### src/rtl/hawk_axi_rd_arb.sv
// hawk_axi_rd_arb: round-robin, session-lockable arbiter sharing one AXI4 read master
module hawk_axi_rd_arb #(
    parameter int NUM_REQ  = 3,
    parameter int ADDR_W   = 64,
    parameter int DATA_W   = 512,
    parameter int OUTS_MAX = 4,
    localparam int PW = (NUM_REQ > 1) ? $clog2(NUM_REQ) : 1,
    localparam int OW = $clog2(OUTS_MAX + 1)
) (
    input  logic                      clk_i,
    input  logic                      rst_ni,
    input  logic [NUM_REQ-1:0]        req_valid_i,
    input  logic [NUM_REQ-1:0]        req_lock_i,
    input  logic [NUM_REQ*ADDR_W-1:0] req_addr_i,
    input  logic [NUM_REQ*8-1:0]      req_len_i,
    output logic [NUM_REQ-1:0]        req_ready_o,
    output logic [NUM_REQ-1:0]        grant_o,
    output logic [NUM_REQ-1:0]        rsp_valid_o,
    output logic [DATA_W-1:0]         rsp_data_o,
    output logic [1:0]                rsp_resp_o,
    output logic                      rsp_last_o,
    input  logic [NUM_REQ-1:0]        rsp_ready_i,
    output logic                      m_arvalid_o,
    output logic [ADDR_W-1:0]         m_araddr_o,
    output logic [7:0]                m_arlen_o,
    input  logic                      m_arready_i,
    input  logic                      m_rvalid_i,
    input  logic [DATA_W-1:0]         m_rdata_i,
    input  logic [1:0]                m_rresp_i,
    input  logic                      m_rlast_i,
    output logic                      m_rready_o,
    output logic [OW-1:0]             outstanding_o,
    output logic                      arb_err_o
);
    typedef enum logic [1:0] {IDLE, OWNED, DRAIN} state_e;

    state_e             state_q, state_d;
    logic [NUM_REQ-1:0] grant_q, grant_d;
    logic [PW-1:0]      own_q, own_d, rr_ptr_q, rr_ptr_d, cand, win;
    logic [OW-1:0]      outs_q, outs_d;
    logic               err_q, err_d, win_found, has_own, ar_hs, r_dec;

    assign has_own       = state_q != IDLE;
    assign grant_o       = grant_q;
    assign outstanding_o = outs_q;
    assign arb_err_o     = err_q;
    assign rsp_data_o    = m_rdata_i;
    assign rsp_resp_o    = m_rresp_i;
    assign rsp_last_o    = m_rlast_i;

    always_comb begin
        m_arvalid_o = state_q == OWNED && req_valid_i[own_q] && outs_q < OW'(OUTS_MAX);
        m_araddr_o  = has_own ? req_addr_i[own_q*ADDR_W +: ADDR_W] : '0;
        m_arlen_o   = has_own ? req_len_i[own_q*8 +: 8] : '0;
        m_rready_o  = has_own ? rsp_ready_i[own_q] : 1'b1;
        req_ready_o = '0;
        rsp_valid_o = '0;
        req_ready_o[own_q] = m_arvalid_o && m_arready_i;
        rsp_valid_o[own_q] = has_own && m_rvalid_i;
    end

    // stray last beats (nothing outstanding) are swallowed without touching the counter
    assign ar_hs  = m_arvalid_o && m_arready_i;
    assign r_dec  = m_rvalid_i && m_rready_o && m_rlast_i && outs_q != '0;
    assign outs_d = outs_q + OW'(ar_hs) - OW'(r_dec);
    assign err_d  = err_q | (m_rvalid_i && !has_own)
                  | (m_rvalid_i && m_rready_o && m_rlast_i && outs_q == '0);

    always_comb begin
        win_found = 1'b0;
        win       = '0;
        cand      = '0;
        for (int i = 0; i < NUM_REQ; i++) begin
            cand = PW'((int'(rr_ptr_q) + i) % NUM_REQ);
            if (!win_found && req_valid_i[cand]) begin
                win_found = 1'b1;
                win       = cand;
            end
        end
    end

    always_comb begin
        state_d  = state_q;
        grant_d  = grant_q;
        own_d    = own_q;
        rr_ptr_d = rr_ptr_q;
        case (state_q)
            IDLE: if (win_found) begin
                state_d  = OWNED;
                own_d    = win;
                grant_d  = NUM_REQ'(1) << win;
                rr_ptr_d = (win == PW'(NUM_REQ - 1)) ? '0 : win + 1'b1;
            end
            OWNED: if (!req_valid_i[own_q] && !req_lock_i[own_q]) begin
                state_d = (outs_d != '0) ? DRAIN : IDLE;
                grant_d = (outs_d != '0) ? grant_q : '0;
            end
            DRAIN: if (outs_d == '0) begin
                state_d = IDLE;
                grant_d = '0;
            end
            default: state_d = IDLE;
        endcase
    end

    always_ff @(posedge clk_i or negedge rst_ni) begin
        if (!rst_ni) begin
            state_q  <= IDLE;
            grant_q  <= '0;
            own_q    <= '0;
            rr_ptr_q <= '0;
            outs_q   <= '0;
            err_q    <= 1'b0;
        end else begin
            state_q  <= state_d;
            grant_q  <= grant_d;
            own_q    <= own_d;
            rr_ptr_q <= rr_ptr_d;
            outs_q   <= outs_d;
            err_q    <= err_d;
        end
    end
endmodule

### config.mk
export PLATFORM = sky130hd
export DESIGN_NAME = hawk_axi_rd_arb
export DESIGN_NICKNAME = d
export VERILOG_FILES = /design/src/rtl/hawk_axi_rd_arb.sv
export SDC_FILE = /design/constraint.sdc
export NUM_CORES = 1
export LEC_CHECK = 0
export ABC_AREA = 1
export ABC_CLOCK_PERIOD_IN_PS = 5290
export CAP_MARGIN = 20
export CORE_AREA = 10 10 521 523
export DETAILED_ROUTE_END_ITERATION = 10
export DIE_AREA = 0 0 531 533
export GPL_TIMING_DRIVEN = 0
export PLACE_DENSITY_LB_ADDON = 0.1
export SYNTH_ARGS = -nofsm -noshare
export SYNTH_HDL_FRONTEND = slang
export SYNTH_SLANG_ARGS = --single-unit
### constraint.sdc
create_clock -name clk_i -period 5.29 [get_ports clk_i]
set_input_delay 0.7935 -clock clk_i [delete_from_list [all_inputs] [get_ports clk_i]]
set_output_delay 0.7935 -clock clk_i [all_outputs]
set_load 0.01 [all_outputs]
### Word-level counts from Yosys, hierarchy flattened

Cells that the tools add are included.

| storage, ports and cells | value |
|---|---|
| register bits | 13 |

| operators by class | value |
|---|---|
| div/mod/pow operators | 3 |
| reduce and logical (&&, ||, !) cells | 28 |
| shift-type cells | 3 |
| add/sub/neg operators | 5 |
| bitwise gates (word level) | 4 |
| order comparisons | 6 |
| muxes and demuxes | 34 |
| equality and inequality tests | 7 |

Operator list:

| operator | number |
|---|---|
| 192-bit by 9-bit variable part select with 64-bit output | 1 |
| 32-bit by 3-bit modulo with 32-bit output, second input constant | 2 |
| 64-bit 2-to-1 mux | 1 |
| 3-bit by 3-bit modulo with 32-bit output, second input constant | 1 |
| 24-bit by 6-bit variable part select with 8-bit output | 1 |
| 2-bit 2-to-1 mux | 8 |
| 1-bit logical AND | 13 |
| 1-bit binary-select mux with 2-bit select | 6 |
| 2-bit by 3-bit less-than comparator with 1-bit output, second input constant | 4 |
| 3-bit 2-to-1 mux | 4 |
| 1-bit 2-to-1 mux | 11 |
| 3-bit one-hot mux with 3 select lines | 1 |
| 3-bit nonzero test | 3 |
| 8-bit 2-to-1 mux | 1 |
| 3-bit bitwise AND | 2 |
| 3-bit zero test | 2 |
| 2-bit != test, second input constant | 3 |
| 2-bit one-hot mux with 3 select lines | 1 |
| 1-bit zero test | 5 |
| 5-bit AND reduction | 1 |
| 2-bit == test, second input constant | 2 |
| 2-bit by 1-bit adder with 3-bit output, second input constant | 1 |
| 2-bit by 2-bit adder with 3-bit output, second input constant | 1 |
| 3-bit by 1-bit adder with 3-bit output | 1 |
| 13 further kinds | 14 |

### Depth between registers and ports, before layout

Gate-level depths: netlist of the first run.

| logic depth | value |
|---|---|
| word-level depth | 13 |
| depth in mapped cells | 18 |
| depth with buffers taken out | 18 |

### Least setup slack after synthesis of the first run

No wires, ideal clock.

| timing | value |
|---|---|
| path type | input-to-reg |
| start | input port req_valid_i[1] |
| end | register grant_q[0], in the netlist grant_o[0] |
| cell stages on the path | 16 |
| buffers on the path | 0 |
| library setup time | 65 ps |
| data arrival time | 2908 ps |
| path slack | 2317 ps |
| cells stage by stage | nand3_1 > nand3_1 > nand2_1 > nor2_1 > nand2_1 > ha_1 > inv_1 > ha_1 > fa_1 > nor2_1 > nand3_1 > o21ai_0 > nand3_2 > nor2_2 > nand2_1 > nand2_1 |

RTL lines:

| element | RTL line | text |
|---|---|---|
| start, declared | 12 | `input logic [NUM_REQ-1:0] req_valid_i,` |
| 1-bit binary-select mux with 2-bit select * | 52 | `m_arvalid_o = state_q == OWNED && req_valid_i[own_q] && outs_q < OW'(OUTS_MAX);` |
| 1-bit 2-to-1 mux (implied by the code) * | 52 |  |
| 1-bit logical AND * (2 in a row) | 52 |  |
| via m_arvalid_o | 23 | `output logic m_arvalid_o,` |
| 1-bit logical AND * | 63 | `assign ar_hs = m_arvalid_o && m_arready_i;` |
| 3-bit by 1-bit adder with 3-bit output * | 65 | `assign outs_d = outs_q + OW'(ar_hs) - OW'(r_dec);` |
| 3-bit by 1-bit subtractor with 3-bit output * | 65 |  |
| via outs_d[1] | 40 | `logic [OW-1:0] outs_q, outs_d;` |
| 3-bit nonzero test / 3-bit zero test (equally long branches) | 96, 98 |  |
| 2-bit != test (no line) | -- |  |
| 5-bit AND reduction (no line) * | -- |  |
| end signal, assigned | 116 | `grant_q <= grant_d;` |
| end, declared | 38 | `logic [NUM_REQ-1:0] grant_q, grant_d;` |

Mark *: on every way through the listed nets, which the timed path passes. The rest lies on a longest branch. The select of a mux whose other input is x is not followed.
A chain may end at the register's enable or synchronous reset.

### Worst setup path in the final report of the first run

| timing | value |
|---|---|
| start | register own_q[0] |
| end | output port m_araddr_o[22] |

| on the way | value |
|---|---|
| longest elaborated chain between the ends | 2 |

RTL lines:

| element | RTL line | text |
|---|---|---|
| start, declared | 39 | `logic [PW-1:0] own_q, own_d, rr_ptr_q, rr_ptr_d, cand, win;` |
| start signal, assigned | 117 | `own_q <= own_d;` |
| 192-bit by 9-bit variable part select with 64-bit output | 53 | `m_araddr_o = has_own ? req_addr_i[own_q*ADDR_W +: ADDR_W] : '0;` |
| 64-bit 2-to-1 mux | 53 |  |
| end, declared | 24 | `output logic [ADDR_W-1:0] m_araddr_o,` |

No other way between the ends.

==> results.cfg, run 1 <==
[status]
outcome = complete, no violations

[global_route]
grt_usage_pct = 10.5
grt_pass1_wl_um = 182000
grt_overflow = 0
grt_pass1_vias = 11500
grt_start_max_net_pins = 14
grt_antenna_before_repair = 143

[place]
dp.cells = 5384
dpl-instance-area_um2 = 19400
gp_congestion = 0.761
placement.io_buffers = 831
hpwlAfterDp_um = 151000
pre_cts_slack_ns = 0.423

[worst_setup_path]
critical_path_class = reg2out
critPathLaunchType = register
cp.required_ns = 4.50
cp-end-kind = output pin
startpoint = own_q[0]$_DFFE_PN0P_
worstPathArrival_ns = 3.86
r2r-start = own_q[0]$_DFFE_PN0P_
path_max_fanout = 11
rrSetupSlack_ns = 1.07

[drt]
wl_um = 159000
dr.pass1.iters = 5
ant_nets = 0
viasPerCell = 1.99
vias = 10800
wire_per_inst_um = 29.2
dr.first_iter.drc_count = 347
drc = 0

[timing]
fin_skew_ns = 0.00119
finalHoldViolCount = 0
relSlewSlack_pct = 34.3
rsz0062_at_grt = false
setup_ws_ns = 0.641
hold-worst-slack_ns = 0.509
timing.fmax_mhz = 215
min_period_over_period_pct = 87.9
fin_tns_setup_ns = 0
tightest_slew_ns = 0.985
slew_viol_final = 0
min_period_ns = 4.65
setup_viol = 0

[floorplan]
core-area_um2 = 261000
die_w_um = 531
rows = 188
die_height_um = 533
initial_core_util_pct = 2.60
die-area_um2 = 283000
io_pins = 1346

[clocking]
postCtsHoldBufs = 0
htreeDepth = 1
cts_tree = yes
cts_resized = 0
clock_sinks = 13
post-cts-setup-buffers = 0
cts_buffers = 3
clk_latency_ns = 0.25
clk_path_buf_depth = 2
clk_pin_slew_worst_paths_ns = 0.06
cts_root_buffer = clkbuf_16

[synthesis]
ys_ff_latch = 13
yosys_most_used_dff = dfrtp_1
synth_top_area_share_pct = 56.9
synth_top_area_cell = buf_4
async_flop_share_pct = 100
synth_common_cells = buf_4, nand2_1, nand3_1, inv_1, clkbuf_1
avgSynthCellArea_um2 = 6.01
synthTopCellsByArea = buf_4, nand2_1, nand3_1, inv_1, dfrtp_1
synth_area_um2 = 6790
synth_most_common_cell = buf_4
synth-seq-area-share_pct = 4.79
synth-edff-count = 0
synth_nets = 1883
ys_types = 20
syn-instance-count = 1130
ys_warn_count = 0

[layout]
finalNonFillerCells = 5423
finalNetCount = 2722
syn2layout_area_growth_pct = 189
postLayoutCellArea_um2 = 19600
drive_gt1_share_pct = 27.6

[power_and_ir_drop]
pwr_density_cell_nw_per_um2 = 243
p_leak_uw = 0.00773
ir_worst_vdd_mv = 0.127

[run]
cap_violations = 0

[hold_path]
min_from = arb_err_o$_DFF_PN0_
min_path_type = reg2reg
==> per-layer routing <==
layer | global-route usage [%] | up-vias | part of all wire (%)
met5 | 0 | - | 0.51
met4 | 1.35 | 118 | 1.5
met3 | 8.19 | 230 | 17
met2 | 18.1 | 973 | 47
met1 | 10.1 | 4776 | 33
li1 | - | 4671 | -
==> power breakdown <==
group / leakage (µW) / switching, µW / total [µW] / internal [µW]
Sequential: 0.000160 / 48.1 / 191 / 143
Clock: 0.0000411 / 57.8 / 159 / 101
Combinational: 0.00753 / 2650 / 4410 / 1770
==> cell families (layout without fill, tap and decap cells) <==
family | count (synthesis) | count (layout) | share of synthesized area [%]
buffers and inverters | 646 | 1484 | 64.4
and+or+nand+nor | 451 | 451 | 28.2
DFF | 13 | 13 | 4.79
AOI/OAI and AO/OA | 11 | 11 | 0.810
adders and majority gates | 9 | 9 | 1.77
other | 0 | 35 | 0
==> layout by cell type, fill, tap and decap left out, types with 8 or more instances in the layout <==
cell type,instances
nand2_1,270
diode_2,35
inv_1,88
buf_4,515
clkdlybuf4s50_1,831
clkbuf_1,17
nand3_1,161
buf_2,15
dfrtp_1,13
nor2_1,13
ha_1,8
==> state kept, by name (all words and copies together), names as in the netlist <==
name           count
grant_o            3
outstanding_o      3
own_q              2
rr_ptr_q           2
state_q            2
arb_err_o          1
==> critical path: stages, from the launching register on <==
cell and delay [ns]:
dfrtp_1 0.52, inv_2 0.14, nand2_1 0.30, inv_2 0.60
clkbuf_1 0.80, nand2_1 0.11, nand3_1 0.11, nand2_1 0.06
inv_1 0.08, clkdlybuf4s50_1 0.86
==> stage by stage <==
step / util, % / power (µW)
3_5_place_dp: 7.45 / 4880
3_3_place_gp: 7.43 / 4900
4_1_cts: 7.48 / 5070
6_report: 7.51 / 4760
2_1_floorplan: - / 1940
5_1_grt: 7.49 / 5260
==> cell type report <==
| type | instances | area [µm²] |
|---|---|---|
| clock buffer | 3 | 75.1 |
| clock inverter | 1 | 5.00 |
| timing repair buffer | 834 | 8370 |
| fill | 30800 | 241000 |
| inverter | 92 | 345 |
| sequential | 13 | 325 |
| buffer | 554 | 4030 |
| tap | 3420 | 4280 |
| antenna | 35 | 87.6 |
| multi-input combinational | 471 | 2090 |
==> path summary, 6_finish.rpt <==
path                       cells after the start                      to
min in group asynchronous                      1     arb_err_o$_DFF_PN0_
min                                            2     arb_err_o$_DFF_PN0_
max in group asynchronous                      1  grant_o[0]$_DFFE_PN0P_
min reg2reg                                    2     arb_err_o$_DFF_PN0_
max reg2reg                                   17  grant_o[2]$_DFFE_PN0P_
max                                            9          m_araddr_o[22]
No activity file was read; power rests on OpenSTA's default activity.
==> run 2, diff against run 1 <==
--- a/config.mk
+++ b/config.mk
@@ -13,6 +13,8 @@
 export DIE_AREA = 0 0 531 533
 export GPL_TIMING_DRIVEN = 0
 export PLACE_DENSITY_LB_ADDON = 0.1
+export SKIP_CTS_REPAIR_TIMING = 1
 export SYNTH_ARGS = -nofsm -noshare
 export SYNTH_HDL_FRONTEND = slang
 export SYNTH_SLANG_ARGS = --single-unit
+export TNS_END_PERCENT = 20
==> results of run 2 <==
The final DEF is identical to that of run 1; final timing and power are the same.
